**src/rtl/c_multi_hot_select_pkg.sv**
```systemverilog
// c_multi_hot_select shared helpers.
// Provides clogb for the selector and its rotator.
package c_multi_hot_select_pkg;

  function automatic int clogb(input int value);
    int v;
    clogb = 0;
    for (v = value - 1; v > 0; v = v >> 1) begin
      clogb++;
    end
  endfunction

endpackage

```
**src/rtl/c_rotator.sv**
```systemverilog
// c_rotator: barrel rotate of a [0:width-1] vector.
// right_i=0 rotates left (out[i]=in[i+amt]), 1 rotates right.
module c_rotator
  import c_multi_hot_select_pkg::*;
#(
  parameter int width = 8,
  localparam int amt_width = clogb(width)
) (
  input  logic [0:width-1]     data_i,
  input  logic [amt_width-1:0] amount_i,
  input  logic                 right_i,
  output logic [0:width-1]     data_o
);

  // log2 stages, each rotating by a power of two mod width
  always_comb begin
    logic [0:width-1] v;
    logic [0:width-1] t;
    int sh;
    v = data_i;
    t = data_i;
    sh = 0;
    for (int s = 0; s < amt_width; s++) begin
      sh = (1 << s) % width;
      for (int i = 0; i < width; i++) begin
        if (right_i) begin
          t[i] = v[(i - sh + width) % width];
        end else begin
          t[i] = v[(i + sh) % width];
        end
      end
      if (amount_i[s]) begin
        v = t;
      end
    end
    data_o = v;
  end

endmodule

```
**src/rtl/c_multi_hot_select.sv**
```systemverilog
// c_multi_hot_select: registered N-grant selector.
// Define C_MULTI_HOT_SELECT_RR_EN for a round-robin pointer.
module c_multi_hot_select
  import c_multi_hot_select_pkg::*;
#(
  parameter int width = 8,
  parameter int num_grants = 2,
  localparam int cnt_width = clogb(num_grants + 1)
) (
  input  logic                 clk,
  input  logic                 reset_n,
  input  logic                 in_valid,
  output logic                 in_ready,
  input  logic [0:width-1]     req,
  output logic                 out_valid,
  input  logic                 out_ready,
  output logic [0:width-1]     grant,
  output logic [cnt_width-1:0] grant_count
);

  localparam int ptr_width = clogb(width);

  logic                 accept;
  logic [ptr_width-1:0] ptr;
  logic [0:width-1]     rot_req;
  logic [0:width-1]     sel_rot;
  logic [0:width-1]     sel;
  logic [cnt_width-1:0] cnt_d;

  logic                 out_valid_q;
  logic [0:width-1]     grant_q;
  logic [cnt_width-1:0] count_q;

  assign in_ready = ~out_valid_q | out_ready;
  assign accept   = in_valid & in_ready;

`ifdef C_MULTI_HOT_SELECT_RR_EN
  localparam logic [ptr_width:0] width_w =
    (ptr_width + 1)'(width);

  logic [ptr_width-1:0] ptr_q;
  logic [ptr_width-1:0] ptr_d;
  logic [ptr_width-1:0] last;
  logic [ptr_width:0]   sum_w;
  logic [ptr_width:0]   wrap_w;

  assign ptr = ptr_q;

  // highest granted index in the rotated frame
  always_comb begin
    last = '0;
    for (int i = 0; i < width; i++) begin
      if (sel_rot[i]) begin
        last = ptr_width'(i);
      end
    end
  end

  assign sum_w  = {1'b0, ptr_q} + {1'b0, last}
                + (ptr_width + 1)'(1);
  assign wrap_w = (sum_w >= width_w) ?
                  sum_w - width_w : sum_w;
  assign ptr_d  = wrap_w[ptr_width-1:0];

  // advance past the last winner; empty picks hold
  always_ff @(posedge clk or negedge reset_n) begin
    if (!reset_n) begin
      ptr_q <= '0;
    end else if (accept && (|sel_rot)) begin
      ptr_q <= ptr_d;
    end
  end
`else
  assign ptr = '0;
`endif

  c_rotator #(
    .width (width)
  ) u_rot_in (
    .data_i   (req),
    .amount_i (ptr),
    .right_i  (1'b0),
    .data_o   (rot_req)
  );

  for (genvar k = 0; k < num_grants; k++) begin : g_peel
    logic [0:width-1] rem_in;
    logic [0:width-1] first;
    logic [0:width-1] rem_out;

    if (k == 0) begin : g_head
      assign rem_in = rot_req;
    end else begin : g_link
      assign rem_in = g_peel[k-1].rem_out;
    end

    // isolate the first remaining set bit
    always_comb begin
      logic seen;
      seen  = 1'b0;
      first = '0;
      for (int i = 0; i < width; i++) begin
        first[i] = rem_in[i] & ~seen;
        seen     = seen | rem_in[i];
      end
    end

    assign rem_out = rem_in & ~first;
  end

  assign sel_rot = rot_req & ~g_peel[num_grants-1].rem_out;

  c_rotator #(
    .width (width)
  ) u_rot_out (
    .data_i   (sel_rot),
    .amount_i (ptr),
    .right_i  (1'b1),
    .data_o   (sel)
  );

  // popcount of the selection
  always_comb begin
    cnt_d = '0;
    for (int i = 0; i < width; i++) begin
      cnt_d = cnt_d + cnt_width'(sel_rot[i]);
    end
  end

  // output register: load on accept, drain on pop
  always_ff @(posedge clk or negedge reset_n) begin
    if (!reset_n) begin
      out_valid_q <= 1'b0;
      grant_q     <= '0;
      count_q     <= '0;
    end else if (accept) begin
      out_valid_q <= 1'b1;
      grant_q     <= sel;
      count_q     <= cnt_d;
    end else if (out_ready) begin
      out_valid_q <= 1'b0;
    end
  end

  assign out_valid   = out_valid_q;
  assign grant       = grant_q;
  assign grant_count = count_q;

endmodule

```
**config.mk**
```make
export PLATFORM = sky130hd
export DESIGN_NAME = c_multi_hot_select
export DESIGN_NICKNAME = d
export VERILOG_FILES = /design/src/rtl/c_multi_hot_select_pkg.sv /design/src/rtl/c_rotator.sv /design/src/rtl/c_multi_hot_select.sv
export SDC_FILE = /design/constraint.sdc
export NUM_CORES = 1
export LEC_CHECK = 0
export BUFFER_PORTS_ARGS = -buffer_cell sky130_fd_sc_hd__buf_2
export CORE_MARGIN = 8
export CORE_UTILIZATION = 46
export DETAILED_ROUTE_END_ITERATION = 10
export PLACE_DENSITY = 0.85
export SYNTH_ARGS = -nofsm -noshare
export SYNTH_HDL_FRONTEND = slang
export SYNTH_SLANG_ARGS = --single-unit
export TNS_END_PERCENT = 1
```
**constraint.sdc**
```tcl
create_clock -name clk -period 1.4 [get_ports clk]
set_clock_uncertainty 0.05 [all_clocks]
set_input_delay 0.14 -clock clk [delete_from_list [all_inputs] [get_ports clk]]
set_output_delay 0.14 -clock clk [all_outputs]
set_load 0.005 [all_outputs]
```
==> results, run 1 <==
- Summed over all layers, the routed wires come to 1.73 mm.
- The cell area after technology mapping is 649 um^2.
- After routing, the total negative slack on setup checks comes to -3.58 ns.
- The worst pin sits at a relative slew slack of between 70% and 80%.
- The class of the tightest hold or removal check is input pin to flop.
- Sorting the synthesized cells by how often they occur yields sky130_fd_sc_hd__dfrtp_1 (11), sky130_fd_sc_hd__nand2_1 (11), sky130_fd_sc_hd__o21ai_1 (11), sky130_fd_sc_hd__fa_1 (3).
- After synthesis, the largest area contributor takes up a little over two fifths of total cell area.
- STA classifies the critical path startpoint as an input pin.
- Prior to clock tree synthesis, the placed netlist has a worst setup slack of -2.07 ns.
- Setup repair after global routing could not meet its margin everywhere.
- The via count of the first global-routing pass is around 710.
- Sorting the synthesized cells by area gives the leading types as sky130_fd_sc_hd__dfrtp_1 (42%), sky130_fd_sc_hd__fa_1 (9.2%), sky130_fd_sc_hd__o21ai_1 (8.5%).
- The area added between synthesis and finish is 45.3%.
- TritonCTS built the clock tree.
- The overall overflow remaining after global route is 0.
- The number of buffers between clock root and the deepest sink is 2.
- In the synthesized netlist the async set-or-reset flop fraction comes to 100%.
- After clock tree synthesis, the clock-pin slew on the worst setup and hold paths is 0.07 ns.
- The final hold slack is 0.0735 ns.
- The final max-slew violation count was 0.
- The final worst-path cycle share is 228%.
- The register area share after synthesis is 42.4%.
- The leakage component of the power is 0.000478 uW.
- The setup violation total in the final timing report is 2.
- Subtracting the final worst setup slack from the clock period gives 3.19 ns.
- The count of non-filler cells in the finished layout is 122.
- The post-CTS setup repair buffer count is 0.
- The die covers between 2000 and 3000 um^2.
- The achievable clock frequency is approximately 310 MHz.
- For this run, the post-layout net count is 124.
- The initial utilization of the core area, before any placement, comes to about half.
- The clock reaches the later pin of the worst-skew pair after between 0.2 and 0.3 ns.
- The share of post-route cells with drive strength above 1 is between 40% and 50%.
- The dominant synthesized flop cell is sky130_fd_sc_hd__dfrtp_1.
- CTS placed an instance of sky130_fd_sc_hd__clkbuf_4 at the clock tree root.
- During placement, the flow inserted port buffers numbering 23.
- The maximum number of pins on one net before global-route repair is 12.
- The critical path is of the input pin to flop type.
- The remaining number of nets flagged by the antenna check after routing is 0.
- After detailed placement, the design holds a cell count of 117.
- The critical path's slowest cell is sky130_fd_sc_hd__fa_1.
- In this run the standard cell core region covers 1320 um^2.
- The filler cell count in the final layout is between 90 and 100.
- In this run the power density over the cells is 936 nW/um^2.
- At the end of the flow the core is filled with cells to a little under three quarters.
- The number of buffers and inverters on the critical path is 2.
- The number of nets handed over by synthesis was 79.
- After detailed routing, the number of vias per cell comes to between 5 and 6.
- Routability-driven placement finished with a final weighted congestion of ~0.73.
- The final setup slack of the worst path is -1.79 ns.
- In the synthesized netlist, the number of instances is 63.
- The die is 53.6 um tall.
- The highest net fanout along the worst path is 4.
- The cell that appears most often on the critical path is sky130_fd_sc_hd__fa_1.
- The run finished, with violations left.
- The all-layer global routing usage is 14.0%.
- The length of the first detailed-routing pass in iterations is 4.
- The number of vias in the routed layout is 630.
- Pin placement for this block handled 24 I/O pins.
- The worst vdd rail ir drop is about 0.35 mV.
- The remaining design rule violation count is 0.
- For this run, the number of Yosys warnings is 0.
- The final reports fail on negative setup slack.
- The number of enable-type register cells in the synthesized netlist is 0.
- For this design, the sink count on the clock tree is 11.
- The required time of the worst setup path is roughly 1.5 ns.
- At the pin with the least slew margin, the transition time is approximately 0.3 ns.
- The x dimension of the die is about 54 um.
- The number of antenna violations at the first check in global routing is 0.
- The estimated wirelength of the detail-placed design is 1.43 mm.
- The final number of hold-violating endpoints was 0.
- The number of H-tree branching levels is 1.
- The worst setup path is captured at a flop.
- The critical path goes through buf_2 -> or4_4 -> a21oi_4 -> a21o_1 -> nand3_1 -> fa_1 -> fa_1 -> fa_1 -> inv_1 -> ha_1 -> mux2_1.
- Synthesis inferred 11 register bits.
- The initial detailed-routing violation count is 2.
- STA puts the critical path data arrival time at around 3.3 ns.
- The delay of the slowest cell on the worst path is 0.57 ns.
- The first global-routing pass estimated 3.00 mm of wire.
- In the final routed layout, each cell accounts on average for 14.2 um.
- On the critical path the largest part of the delay comes from adder cells.
- The number of antenna diodes in the final layout is 0.
- The cell type with the highest aggregate area in the netlist is sky130_fd_sc_hd__dfrtp_1.
- In this run, distinct cell masters in the synthesized netlist total 26.
- The placement row count is 13.
- In this run, CTS created clock tree buffers numbering 3.
- Across the run, the number of max-cap violations was 0.
- The synthesized area divided by synthesized cell count is between 10 and 15 um^2.
-- registers in the layout, indices dropped and copies added, names as in the netlist --
register / count
grant: 8
grant_count: 2
out_valid: 1
-- path summary, 6_finish.rpt --
check                          startpoint              to  slack, ns  cells after the start
hold reg to reg            grant_count[0]  grant_count[0]       0.44                      1
setup / recovery                   req[2]  grant_count[0]      -1.79                     11
hold / removal                   in_valid       out_valid       0.07                      2
max in group asynchronous         reset_n        grant[7]       0.89                      2
setup reg to reg                out_valid        grant[7]       0.22                      5
min in group asynchronous         reset_n  grant_count[1]       0.21                      2
-- what timing repair did --
item / 4_1_cts / 5_1_grt
gates resized for setup: 0 / 1
pin swaps: 0 / 0
hold buffers: 1 / 0
hold endpoints to repair: 11 / 0
setup endpoints to repair: 2 / 2
-- area by class of cell --
| class | instances | area, um^2 | area share (%) |
|---|---|---|---|
| sequential | 11 | 275 | 29.2 |
| tap | 15 | 18.8 | 1.99 |
| timing repair buffer | 41 | 253 | 26.8 |
| inverter | 3 | 11.3 | 1.19 |
| multi-input combinational | 48 | 359 | 38.1 |
| clock buffer | 4 | 26.3 | 2.79 |
-- placed cells by master (no fill, tap or decap) --
master / instances
sky130_fd_sc_hd__nand4_1: 1
sky130_fd_sc_hd__a21o_1: 1
sky130_fd_sc_hd__or3_4: 1
sky130_fd_sc_hd__fa_1: 3
sky130_fd_sc_hd__nor2_1: 1
sky130_fd_sc_hd__nor3_1: 1
sky130_fd_sc_hd__dfrtp_1: 11
sky130_fd_sc_hd__mux2_1: 1
sky130_fd_sc_hd__o41ai_2: 1
sky130_fd_sc_hd__or4_4: 1
sky130_fd_sc_hd__o21a_1: 1
sky130_fd_sc_hd__maj3_1: 1
sky130_fd_sc_hd__nand2b_4: 1
sky130_fd_sc_hd__a21oi_4: 1
sky130_fd_sc_hd__mux2_2: 1
sky130_fd_sc_hd__xor2_1: 1
sky130_fd_sc_hd__ha_1: 1
sky130_fd_sc_hd__buf_2: 23
sky130_fd_sc_hd__xnor2_1: 2
sky130_fd_sc_hd__inv_2: 1
sky130_fd_sc_hd__nand2_1: 11
sky130_fd_sc_hd__inv_1: 2
sky130_fd_sc_hd__buf_4: 17
sky130_fd_sc_hd__clkbuf_1: 1
sky130_fd_sc_hd__dlygate4sd3_1: 1
sky130_fd_sc_hd__nand2b_1: 2
sky130_fd_sc_hd__a21oi_1: 2
sky130_fd_sc_hd__nand3_1: 2
sky130_fd_sc_hd__o21ai_1: 11
sky130_fd_sc_hd__clkbuf_4: 3
-- where the power goes --
| group | switching, uW | internal (uW) |
|---|---|---|
| Clock | 106 | 110 |
| Sequential | 22.4 | 364 |
| Combinational | 133 | 147 |
-- cells by family after synthesis --
kind of cell	Yosys count	share of synthesized area, %
AO/OA/AOI/OAI	17	16.2
XOR/XNOR	3	4.05
adder cells (fa/ha/maj)	5	12.7
buffers and inverters	4	3.47
flip-flops	11	42.4
multiplexers	2	3.47
AND/OR/NAND/NOR	21	17.7
-- metrics by stage --
step,total power [uW],area [um^2]
2_1_floorplan,522,649
3_3_place_gp,653,900
3_5_place_dp,671,900
4_1_cts,889,936
5_1_grt,939,943
6_report,883,943
-- metal layers --
metal / track usage (%) / share of wire [%] / up-vias
met4: 13.4 / 3.1 / 0
met5: 0 / 0 / -
met1: 13.1 / 36 / 291
met3: 1.93 / 6.1 / 8
li1: - / - / 308
met2: 25.4 / 54 / 23
(Power assumes the default switching activity.)
==> run 2: changes to the inputs <==
--- a/config.mk
+++ b/config.mk
@@ -10,6 +10,7 @@
 export CORE_UTILIZATION = 46
 export DETAILED_ROUTE_END_ITERATION = 10
 export PLACE_DENSITY = 0.85
+export SETUP_SLACK_MARGIN = 0.5
 export SYNTH_ARGS = -nofsm -noshare
 export SYNTH_HDL_FRONTEND = slang
 export SYNTH_SLANG_ARGS = --single-unit
==> run 2 against run 1 <==
  * The flow still finishes with violations (negative setup slack)
  * Non-clock buffer count did not move
  * Register-to-register slack improved by 0.07 ns
  * Setup slack got worse by 0.012 ns
  * Clock power barely moved
  * Sequential share of layout area fell by 1.3 points
  * Cell count did not move
  * Routed wire length rose by 4.8%
  * Utilization rose by 3.4 points
  * Highest routed layer unchanged
==> results, run 2 (synthesis gave the netlist of run 1 again) <==
- The final number of hold-violating endpoints came to 0 (unchanged).
- The achievable clock frequency is 312 MHz (was 314 MHz).
- The met2 usage in global routing is 26.2% (was 25.4%).
- The proportion of power drawn by flip-flops and latches is 43.0% (was 43.8%).
- The final worst-path cycle share is 229% (was 228%).
- The count of cells along the worst hold path was 3 (was 2).
- The overall overflow remaining after global route came to 0 (unchanged).
- The number of H-tree branching levels is 1 (unchanged).
- The startpoint kind of the worst setup timing path is an input pin (unchanged).
- The height of the chip is 53.6 um (unchanged).
- The sequential standard cell area is 275 um^2 (unchanged).
- The all-layer global routing usage came to 14.5% (was 14.0%).
- The final setup slack of the worst path is -1.80 ns (was -1.79 ns).
- The clock network power share is 23.9% (was 24.5%).
- The number of flip-flops in the largest register is 8 (unchanged).
- The clock slew at the register clock pins of the worst setup and hold paths came to 0.07 ns (about the same).
- The total number of clock tree sinks is 11 (unchanged).
- The remaining number of nets flagged by the antenna check after routing is 0 (unchanged).
- Commonest non-fill, non-tap cells in the layout: sky130_fd_sc_hd__buf_2 (22), sky130_fd_sc_hd__buf_4 (15), sky130_fd_sc_hd__o21ai_1 (11), sky130_fd_sc_hd__dfrtp_1 (11), sky130_fd_sc_hd__nand2_1 (10) (was sky130_fd_sc_hd__buf_2 (23), sky130_fd_sc_hd__buf_4 (17), sky130_fd_sc_hd__o21ai_1 (11), sky130_fd_sc_hd__nand2_1 (11), sky130_fd_sc_hd__dfrtp_1 (11)).
- The area added between synthesis and finish is 52.2% (was 45.3%).
- The final max-slew violation count came to 0 (unchanged).
- Violated checks: negative setup slack (unchanged).
- The area used by multi-input combinational logic came to 387 um^2 (was 359 um^2).
- The clock latency reported for the late side of the worst-skew pair is 0.27 ns (was 0.26 ns).
- The worst reg-to-reg setup slack was 0.29 ns (was 0.22 ns).
- The average vias per placed instance came to 5.30 (was 5.16).
- The kind of critical path is input pin to flop (unchanged).
- The total die area is 2870 um^2 (unchanged).
- The starting density of the core is 49.3% (unchanged).
- The count of non-filler cells in the finished layout is 122 (unchanged).
- The x dimension of the die is 53.6 um (unchanged).
- The number of buffers inserted during clock tree synthesis was 3 (unchanged).
- The maximum number of pins on one net before global-route repair came to 12 (unchanged).
- The share of post-route cells with drive strength above 1 is 49.5% (was 46.7%).
- The net count reported at finish was 124 (unchanged).
- The leakage component of the power came to 0.000495 uW (was 0.000478 uW).
- The number of antenna violations at the first check in global routing is 0 (unchanged).
- The endpoint of the worst hold path is grant[7] (was out_valid).
- The endpoint type of the worst setup path is a flop (unchanged).
- The required time of the worst setup path is 1.50 ns (about the same).
- The final total power was 903 uW (was 883 uW).
- The length of the first detailed-routing pass in iterations is 4 (unchanged).
- RSZ-0062 raised after global routing: yes (unchanged).
- The hold path startpoint is req[7] (was in_valid).
- The power per standard cell area is 913 nW/um^2 (was 936 nW/um^2).
- The worst vdd rail ir drop is 0.369 mV (was 0.352 mV).
- The transition time of the tightest slew-check pin is 0.281 ns (was 0.301 ns).
- The estimated wirelength of the detail-placed design is 1.43 mm (unchanged).
- The placement row count was 13 (unchanged).
- The launch instance of the worst register-to-register path is out_valid (unchanged).
- The summed negative setup slack over all endpoints is -3.58 ns (about the same).
- The clock period minus worst slack came to 3.20 ns (was 3.19 ns).
- The TritonCTS clock tree is done (unchanged).
- The terminus of the critical flop-to-flop path is grant_count[0] (was grant[7]).
- The number of violations of the max-capacitance limit is 0 (unchanged).
- The class of the tightest hold or removal check was input pin to flop (unchanged).
- The remaining design rule violation count is 0 (unchanged).
- The number of buffers between clock root and the deepest sink came to 2 (unchanged).
- The power share of the combinational group is 33.0% (was 31.7%).
- The initial detailed-routing violation count is 7 (was 2).
- The post-CTS setup repair buffer count came to 0 (unchanged).
- The met3 demand-to-capacity share in global routing is 1.93% (unchanged).
- The highest net fanout along the worst path came to 4 (unchanged).
- The net switching power is 273 uW (was 262 uW).
- The via count of the first global-routing pass came to 716 (was 712).
- The final estimated routing congestion in global placement is 0.730 (unchanged).
- The mean routed wirelength per cell is 14.9 um (was 14.2 um).
- The setup violation total in the final timing report is 2 (unchanged).
- The share of total power consumed by net switching is 30.2% (was 29.6%).
- The count of pins on the block boundary came to 24 (unchanged).
- The global-route wire length before repair is 3.09 mm (was 3.00 mm).
- The worst reg-to-reg path cell count was 3 (was 5).
- The number of buffers inserted by port buffering is 23 (unchanged).
- The most used routing layer in global routing is met2 (unchanged).
- The arrival time reported for the critical path endpoint is 3.30 ns (was 3.29 ns).
- The global routing usage on met1 is 13.9% (was 13.1%).
- The worst slack at placement is -2.07 ns (unchanged).
- The floorplan core area was 1320 um^2 (unchanged).
- The number of vias in the routed layout came to 646 (was 630).
- The diode insertion count for antenna repair is 0 (unchanged).
- The worst slew slack as a fraction of its limit was 81.2% (was 79.7%).
- Outcome: complete, but fails checks (unchanged).
- The aggregate routed wire length is 1.81 mm (was 1.73 mm).
- The internal power summed over all cells is 630 uW (was 622 uW).
- The number of placed cells counting well taps came to 117 (unchanged).
- The filler cell count in the final layout is 90 (was 98).
- The buffer cell driving the clock tree root is sky130_fd_sc_hd__clkbuf_4 (unchanged).
- The most common cell after layout, fill and taps aside was sky130_fd_sc_hd__buf_2 (unchanged).
-- run 2: worst max-delay path, cell delays in order --
cell and delay, ns:
sky130_fd_sc_hd__buf_2 0.12, sky130_fd_sc_hd__or4_4 0.54, sky130_fd_sc_hd__a21oi_4 0.14, sky130_fd_sc_hd__a21o_1 0.15, sky130_fd_sc_hd__nand3_1 0.10, sky130_fd_sc_hd__fa_1 0.57
sky130_fd_sc_hd__fa_1 0.44, sky130_fd_sc_hd__fa_1 0.50, sky130_fd_sc_hd__inv_1 0.04, sky130_fd_sc_hd__ha_1 0.26, sky130_fd_sc_hd__mux2_1 0.29
-- run 2: per-layer routing --
metal  part of all wire, %  up-vias
met5                     0        -
met1                    36      300
met2                    55       27
met4                   3.0        0
li1                      -      311
met3                   6.0        8
-- run 2: metrics by stage --
stage                     instance area, um^2  util [%]  hold slack (ns)
after detailed placement                  900      68.3          -0.0340
after CTS                                 947      71.9           0.0639
after floorplan                           649         -           -0.206
final                                     988      75.0            0.111
after global routing                      988      75.0            0.127
after global placement                    900      68.3          -0.0379
-- run 2: repair_timing --
action	4_1_cts	5_1_grt
endpoints found under the hold margin	11	0
gates resized for setup	2	8
endpoints found under the setup margin	22	22
hold buffers	1	0
pin swaps	1	5
-- run 2: how the worst max path moves through the flow --
stage	endpoint	startpoint	depth (start not counted)
after floorplan	grant_count[1]	req[5]	12
after global placement	grant_count[0]	req[2]	11
after detailed placement	grant_count[0]	req[2]	11
after CTS	grant_count[0]	req[2]	11
after global routing	grant_count[1]	req[2]	13
final	grant_count[0]	req[2]	11
-- run 2: layout make-up --
class                   count  share of cell area [%]
multi-input cells          48                    39.1
flip-flops and latches     11                    27.8
repair buffers             41                    27.3
inverters                   3                    1.14
clock buffers               4                    2.66
well taps                  15                    1.90
-- run 2: power groups by stage --
stage / Clock (uW) / Combinational [uW] / Sequential [uW]
floorplan: 0 / 123 / 399
global placement: 0 / 263 / 390
detailed placement: 0 / 277 / 394
CTS: 219 / 286 / 388
global route: 235 / 330 / 396
finish: 216 / 298 / 389
